===== config.mk =====
export PLATFORM = sky130hd
export DESIGN_NAME = ibuf
export DESIGN_NICKNAME = d
export VERILOG_FILES = /design/src/rtl/ibuf.sv
export SDC_FILE = /design/constraint.sdc
export NUM_CORES = 1
export LEC_CHECK = 0
export CAP_MARGIN = 10
export CORE_MARGIN = 4
export CORE_UTILIZATION = 30
export DETAILED_ROUTE_END_ITERATION = 7
export SLEW_MARGIN = 20
export SYNTH_ARGS = -nofsm -noshare
export SYNTH_HDL_FRONTEND = slang
export SYNTH_SLANG_ARGS = --single-unit

===== constraint.sdc =====
create_clock -name clk_i -period 10.65 [get_ports clk_i]
set_clock_uncertainty 0.2 [all_clocks]
set_input_delay 2.6625 -clock clk_i [delete_from_list [all_inputs] [get_ports clk_i]]
set_output_delay 2.6625 -clock clk_i [all_outputs]
set_load 0.01 [all_outputs]

===== src/rtl/ibuf.sv =====
// ibuf: circular instruction buffer between the IFU and decode, flushed in one cycle on redirect.
// Build option: define IBUF_BYPASS_EN to let an entry pass straight through when the buffer is empty.

package global_config_pkg;
    typedef struct packed {
        int unsigned ILEN;
        int unsigned PLEN;
    } cfg_t;

    localparam cfg_t Cfg = '{ILEN: 32, PLEN: 32};
endpackage

module ibuf #(
    parameter global_config_pkg::cfg_t Cfg = global_config_pkg::Cfg,
    parameter int unsigned DEPTH = 8,
    localparam int unsigned EW = Cfg.ILEN + Cfg.PLEN,
    localparam int unsigned PW = $clog2(DEPTH),
    localparam int unsigned CW = $clog2(DEPTH + 1)
) (
    input  logic          clk_i,
    input  logic          rst_i,
    input  logic          flush_i,
    input  logic          enq_valid_i,
    output logic          enq_ready_o,
    input  logic [EW-1:0] enq_entry_i,
    output logic          deq_valid_o,
    input  logic          deq_ready_i,
    output logic [EW-1:0] deq_entry_o,
    output logic [CW-1:0] count_o
);

    typedef struct packed {
        logic [Cfg.ILEN-1:0] instr;
        logic [Cfg.PLEN-1:0] pc;
    } ibuf_entry_t;

    ibuf_entry_t   mem [DEPTH];
    logic [PW-1:0] head;
    logic [PW-1:0] tail;
    logic [CW-1:0] cnt;

    logic full;
    logic empty;
    logic pass;
    logic enq_fire;
    logic deq_fire;

    assign full  = (cnt == CW'(DEPTH));
    assign empty = (cnt == '0);

    // Ready looks only at registered occupancy and flush, so a full buffer
    // refuses an offer even when decode drains the head in the same cycle.
    assign enq_ready_o = !full && !flush_i;

`ifdef IBUF_BYPASS_EN
    logic bypass;

    assign bypass      = empty && !flush_i;
    assign deq_valid_o = bypass ? enq_valid_i : (!empty && !flush_i);
    assign deq_entry_o = bypass ? enq_entry_i : EW'(mem[head]);
    assign pass        = bypass && enq_valid_i && deq_ready_i;
`else
    assign deq_valid_o = !empty && !flush_i;
    assign deq_entry_o = EW'(mem[head]);
    assign pass        = 1'b0;
`endif

    // A passed-through entry never touches storage, pointers or the counter.
    assign enq_fire = enq_valid_i && enq_ready_o && !pass;
    assign deq_fire = deq_valid_o && deq_ready_i && !pass;
    assign count_o  = cnt;

    always_ff @(posedge clk_i) begin
        if (enq_fire) begin
            mem[tail] <= enq_entry_i;
        end
    end

    always_ff @(posedge clk_i or posedge rst_i) begin
        if (rst_i) begin
            head <= '0;
            tail <= '0;
            cnt  <= '0;
        end else if (flush_i) begin
            head <= '0;
            tail <= '0;
            cnt  <= '0;
        end else begin
            if (enq_fire) begin
                tail <= tail + PW'(1);
            end
            if (deq_fire) begin
                head <= head + PW'(1);
            end
            case ({enq_fire, deq_fire})
                2'b10:   cnt <= cnt + CW'(1);
                2'b01:   cnt <= cnt - CW'(1);
                default: cnt <= cnt;
            endcase
        end
    end

    // Occupancy must agree with the pointer distance and never exceed capacity.
    a_cnt_range: assert property (@(posedge clk_i) disable iff (rst_i)
        cnt <= CW'(DEPTH));
    a_ptr_dist: assert property (@(posedge clk_i) disable iff (rst_i)
        PW'(tail - head) == PW'(cnt));
    a_flush_empty: assert property (@(posedge clk_i) disable iff (rst_i)
        flush_i |=> (cnt == '0));

endmodule


# Word level (Yosys, flattened, before mapping)
# Memories as Yosys holds them, arrays and structs flattened.
# Cells that the tools add are included.
# word_totals
ff_bits	10
wordCells	30
ramBits	512
n_memories	1
# op_classes
n_reduce_logical	11
eq_ne	3
muxes	8
addsub	4
# mem_list
memory	words	width	read_ports	rd_ports_with_merged_regs	write_ports	line_no	source
mem	8	64	1	0	1	37	ibuf_entry_t mem [DEPTH];
# op_table
cell	n
$mux 3	4
$pmux 4 s2	1
$add 3x1->3 const B	2
$add 4x1->4 const B	1
$eq 4x4->1 const B	1
$logic_and 1x1->1	4
$logic_not 4->1	1
$mux 4	1
$reduce_bool 2->1	2
$sub 4x1->4 const B	1
$logic_not 1->1	3
$reduce_bool 3->1	1
$eq 2x1->1 const B	1
$eq 2x2->1 const B	1
$mux 1	2

# Depth between registers and ports, before layout
# logic_depth
word_depth	7
depth_mapped	10

# Worst setup path before layout
# Ideal clock, no wire load.
# synth_path
kind	input to register
startpoint	input port enq_valid_i
endpoint	memory mem[4][0] in the netlist's numbering, enable pin
required_ns	9.784
stages	3
t_arrival_ns	9.614
slack_ns	0.170
setup_time_ns	0.666
path_cell_list	nor2b_1 -> nand2_1 -> nor4b_1
# synth_via
elab_chain_cells	3
# synth_lines
element	line_no	source
start: declaration	23	input logic enq_valid_i,
$logic_and 1x1->1	69	assign enq_fire = enq_valid_i && enq_ready_o && !pass;
$mux 1	74	if (enq_fire) begin
$mux 1 (not written as such)	75	mem[tail] <= enq_entry_i;
end: declaration	37	
# Every way passes these cells.

# Final worst setup path
# layout_path
startpoint	input port flush_i
endpoint	output port enq_ready_o
# layout_via
elab_chain_cells	2
# layout_lines
element	line_no	source
start: declaration	22	input logic flush_i,
$logic_not 1->1	53	assign enq_ready_o = !full && !flush_i;
$logic_and 1x1->1	53	
end: declaration	24	output logic enq_ready_o,
# Every way passes these cells.

==> results.py <==
metrics = {
    "layout": {
        "fin_nets": 1068,
        "area_growth_pct": 21.65,
        "ff_latch_area_um2": 15640,
        "finish.utilization_pct": 37.09,
        "n_antenna_cell": 0,
        "final_cells": 1896,
        "fill_cells": 5892,
        "multiInputGateArea_um2": 4031,
        "drive_above_1_share_pct": 29.78,
    },
    "place": {
        "pre_cts_ws_ns": 3.720,
        "io_buffer_count": 138,
        "dp_hpwl_mm": 21.59,
        "routabilityCongestion": 0.6953,
        "place_inst": 1789,
    },
    "detailed_routing": {
        "wl_mm": 41.41,
        "drt_first_iter_violations": 591,
        "wl_per_cell_um": 21.84,
        "route.detailed.drc": 0,
        "first_pass_iters": 4,
        "vias": 8840,
        "viasPerCell": 4.662,
        "ant_nets": 0,
    },
    "synth": {
        "synth_compound_area_share_pct": 0.3476,
        "synth_top_family_by_area": "multiplexers",
        "synthAdderAreaFrac_pct": 0.3539,
        "synth_flop_cell": "edfxtp_1",
        "yosys_register_bits": 522,
        "synthCells": 813,
        "syn_area_per_cell_um2": 24.35,
        "synthSimpleGateAreaFrac_pct": 0.9922,
        "synth_nets": 887,
        "synth_edf_count": 512,
        "netlist_area_um2": 19800,
        "yosysSeqAreaShare_pct": 78.92,
        "synthMuxAreaShare_pct": 18.26,
        "async_flop_share_pct": 1.916,
        "synthXorXnorAreaFrac_pct": 0.1770,
        "ys_warn_count": 0,
        "synth_cell_type_count": 32,
    },
    "timing": {
        "period_needed_ns": 6.931,
        "finalCritPeriodShare_pct": 65.08,
        "rsz0062_at_grt": "false",
        "worst_slew_pin_slew_ns": 0.9133,
        "max_slew_margin_pct": 39.11,
        "finalHoldViolations": 0,
        "tns_ns": 0,
        "fmax_mhz": 144.3,
        "worst_slack_ns": 3.719,
        "setup_viol": 0,
        "slew_viol_final": 0,
    },
    "clock_network": {
        "postCtsSetupBuffers": 0,
        "cts.repair.resized": 0,
        "cts_tree": "yes",
        "clock_sinks": 522,
        "numCtsBuffers": 58,
        "ctsHtreeMaxLevel": 2,
        "cts_hold_buf": 0,
        "clk-insertion-delay-late_ns": 0.60,
        "clk_pin_slew_ns": 0.05,
        "cts.path.max_buffers": 3,
        "root_buffer": "clkbuf_16",
    },
    "worst_setup_path": {
        "path_cells": "clkdlybuf4s50_1 > inv_1 > and2_1 > clkdlybuf4s50_1",
        "ff2ff_path_depth": 5,
        "critPathKind": "input pin to primary output",
        "path_common_cell": "clkdlybuf4s50_1",
        "cp.required_ns": 7.79,
        "critPathMaxStageDelay_ns": 0.53,
        "critical-path-top-delay-family": "buffers and inverters",
        "slowest_stage": "clkdlybuf4s50_1",
        "crit_fanout": 7,
        "critPathBufInv": 3,
        "cp-start-kind": "input pin",
        "crit_arrival_ns": 4.07,
        "critPathCaptureType": "primary output",
        "crit_cells": 4,
    },
    "power": {
        "powerDensity_nw_per_um2": 219.6,
        "p_leak_nw": 7.375,
        "ir_drop_mv": 0.1388,
        "p_total_mw": 5.288,
    },
    "floorplan": {
        "dieArea_um2": 70170,
        "die_y_um": 264.9,
        "rows": 93,
        "start_util_pct": 30.49,
        "die_w_um": 264.9,
        "coreArea_um2": 64930,
        "io_pins": 139,
    },
    "global_route": {
        "antenna_found_initial": 1,
        "grt_pass1_vias": 9785,
        "grtUsageTotal_pct": 11.83,
        "grt_max_degree": 73,
        "grt_pass1_wl_mm": 62.90,
        "grt_overflow": 0,
    },
    "run_status": {
        "status": "finished, final reports clean",
    },
    "run": {
        "drv_cap": 0,
    },
    "hold_path": {
        "whs_path_depth": 1,
        "hp-class": "flip-flop to flip-flop",
    },
}
metal layers:
metal  vias to the layer above  track usage (%)  routed length, um
li1                       3840                -                  -
met1                      4761            14.86              17240
met2                       170            20.71              21220
met3                        67            2.636               2042
met4                         2            3.312                892
met5                         -                0                 13
power breakdown:
group          internal, mW  switching [mW]
logic                 0.602           0.447
registers              2.33          0.0528
clock network          1.06           0.793
layout make-up:
cell class | count | share of cell area (%)
Clock buffer | 69 | 6.286
Timing Repair Buffer | 159 | 6.442
Inverter | 4 | 0.06234
Sequential cell | 522 | 64.93
Tap cell | 855 | 4.442
Clock inverter | 38 | 1.101
Multi-Input combinational cell | 249 | 16.74
cells by family after synthesis:
group	after synthesis
adder cells (fa/ha/maj)	5
flip-flops	522
multiplexers	193
XOR/XNOR	4
buffers and inverters	42
AND/OR/NAND/NOR	37
AO/OA/AOI/OAI	10
registers in the layout (all words and copies together), names as in the netlist:
name / cells
count_o: 4
head: 3
mem: 512
tail: 3
synth_stat cells (2+ instances only):
master,number,share of area [%]
a21o_1,2,0.076
inv_1,4,0.076
nor3_1,2,0.051
ha_1,4,0.25
mux2_2,65,3.7
xor2_1,2,0.088
nand2_1,12,0.23
clkbuf_1,16,0.30
nor4b_1,2,0.088
nand3_1,5,0.13
buf_1,5,0.095
edfxtp_1,512,78
mux4_2,128,15
o2bb2ai_1,2,0.088
dfrtp_1,10,1.3
nor2_1,6,0.11
nor4_1,2,0.063
o21ai_0,3,0.076
nor3b_1,3,0.11
buf_2,15,0.38
xnor2_1,2,0.088
metrics by stage:
stage / hold slack, ns / area [um^2]
after floorplan: 0.3623 / 19800
after global placement: 0.3695 / 22300
after detailed placement: 0.3866 / 22300
after CTS: 0.4035 / 24080
after global routing: 0.4307 / 24080
final: 0.3957 / 24080
cells in the final DEF, fill, tap and decap left out, drive strengths merged, types with 2 or more instances in the layout:
cell,n
edfxtp,512
clkdlybuf4s50,138
mux4,128
clkbuf,69
mux2,65
clkinv,31
buf,21
nand2,12
dfrtp,10
inv,7
nor2,6
nand3,5
ha,4
o21ai,3
nor3b,3
xnor2,2
o2bb2ai,2
nor4b,2
nor3,2
a21o,2
xor2,2
bufinv,2
clkinvlp,2
and2,2
nor4,2
path summary, 6_finish.rpt:
path | startpoint | end | slack (ns)
worst min-delay path | count_o[2] | count_o[2] | 0.40
max in group asynchronous | rst_i | head[2] | 7.76
worst min register to register | count_o[2] | count_o[2] | 0.40
worst max register to register | count_o[3] | mem[6][0] | 7.50
worst max-delay path | flush_i | enq_ready_o | 3.72
min in group asynchronous | rst_i | count_o[0] | 2.16
Power figures use the tool's default switching activity.
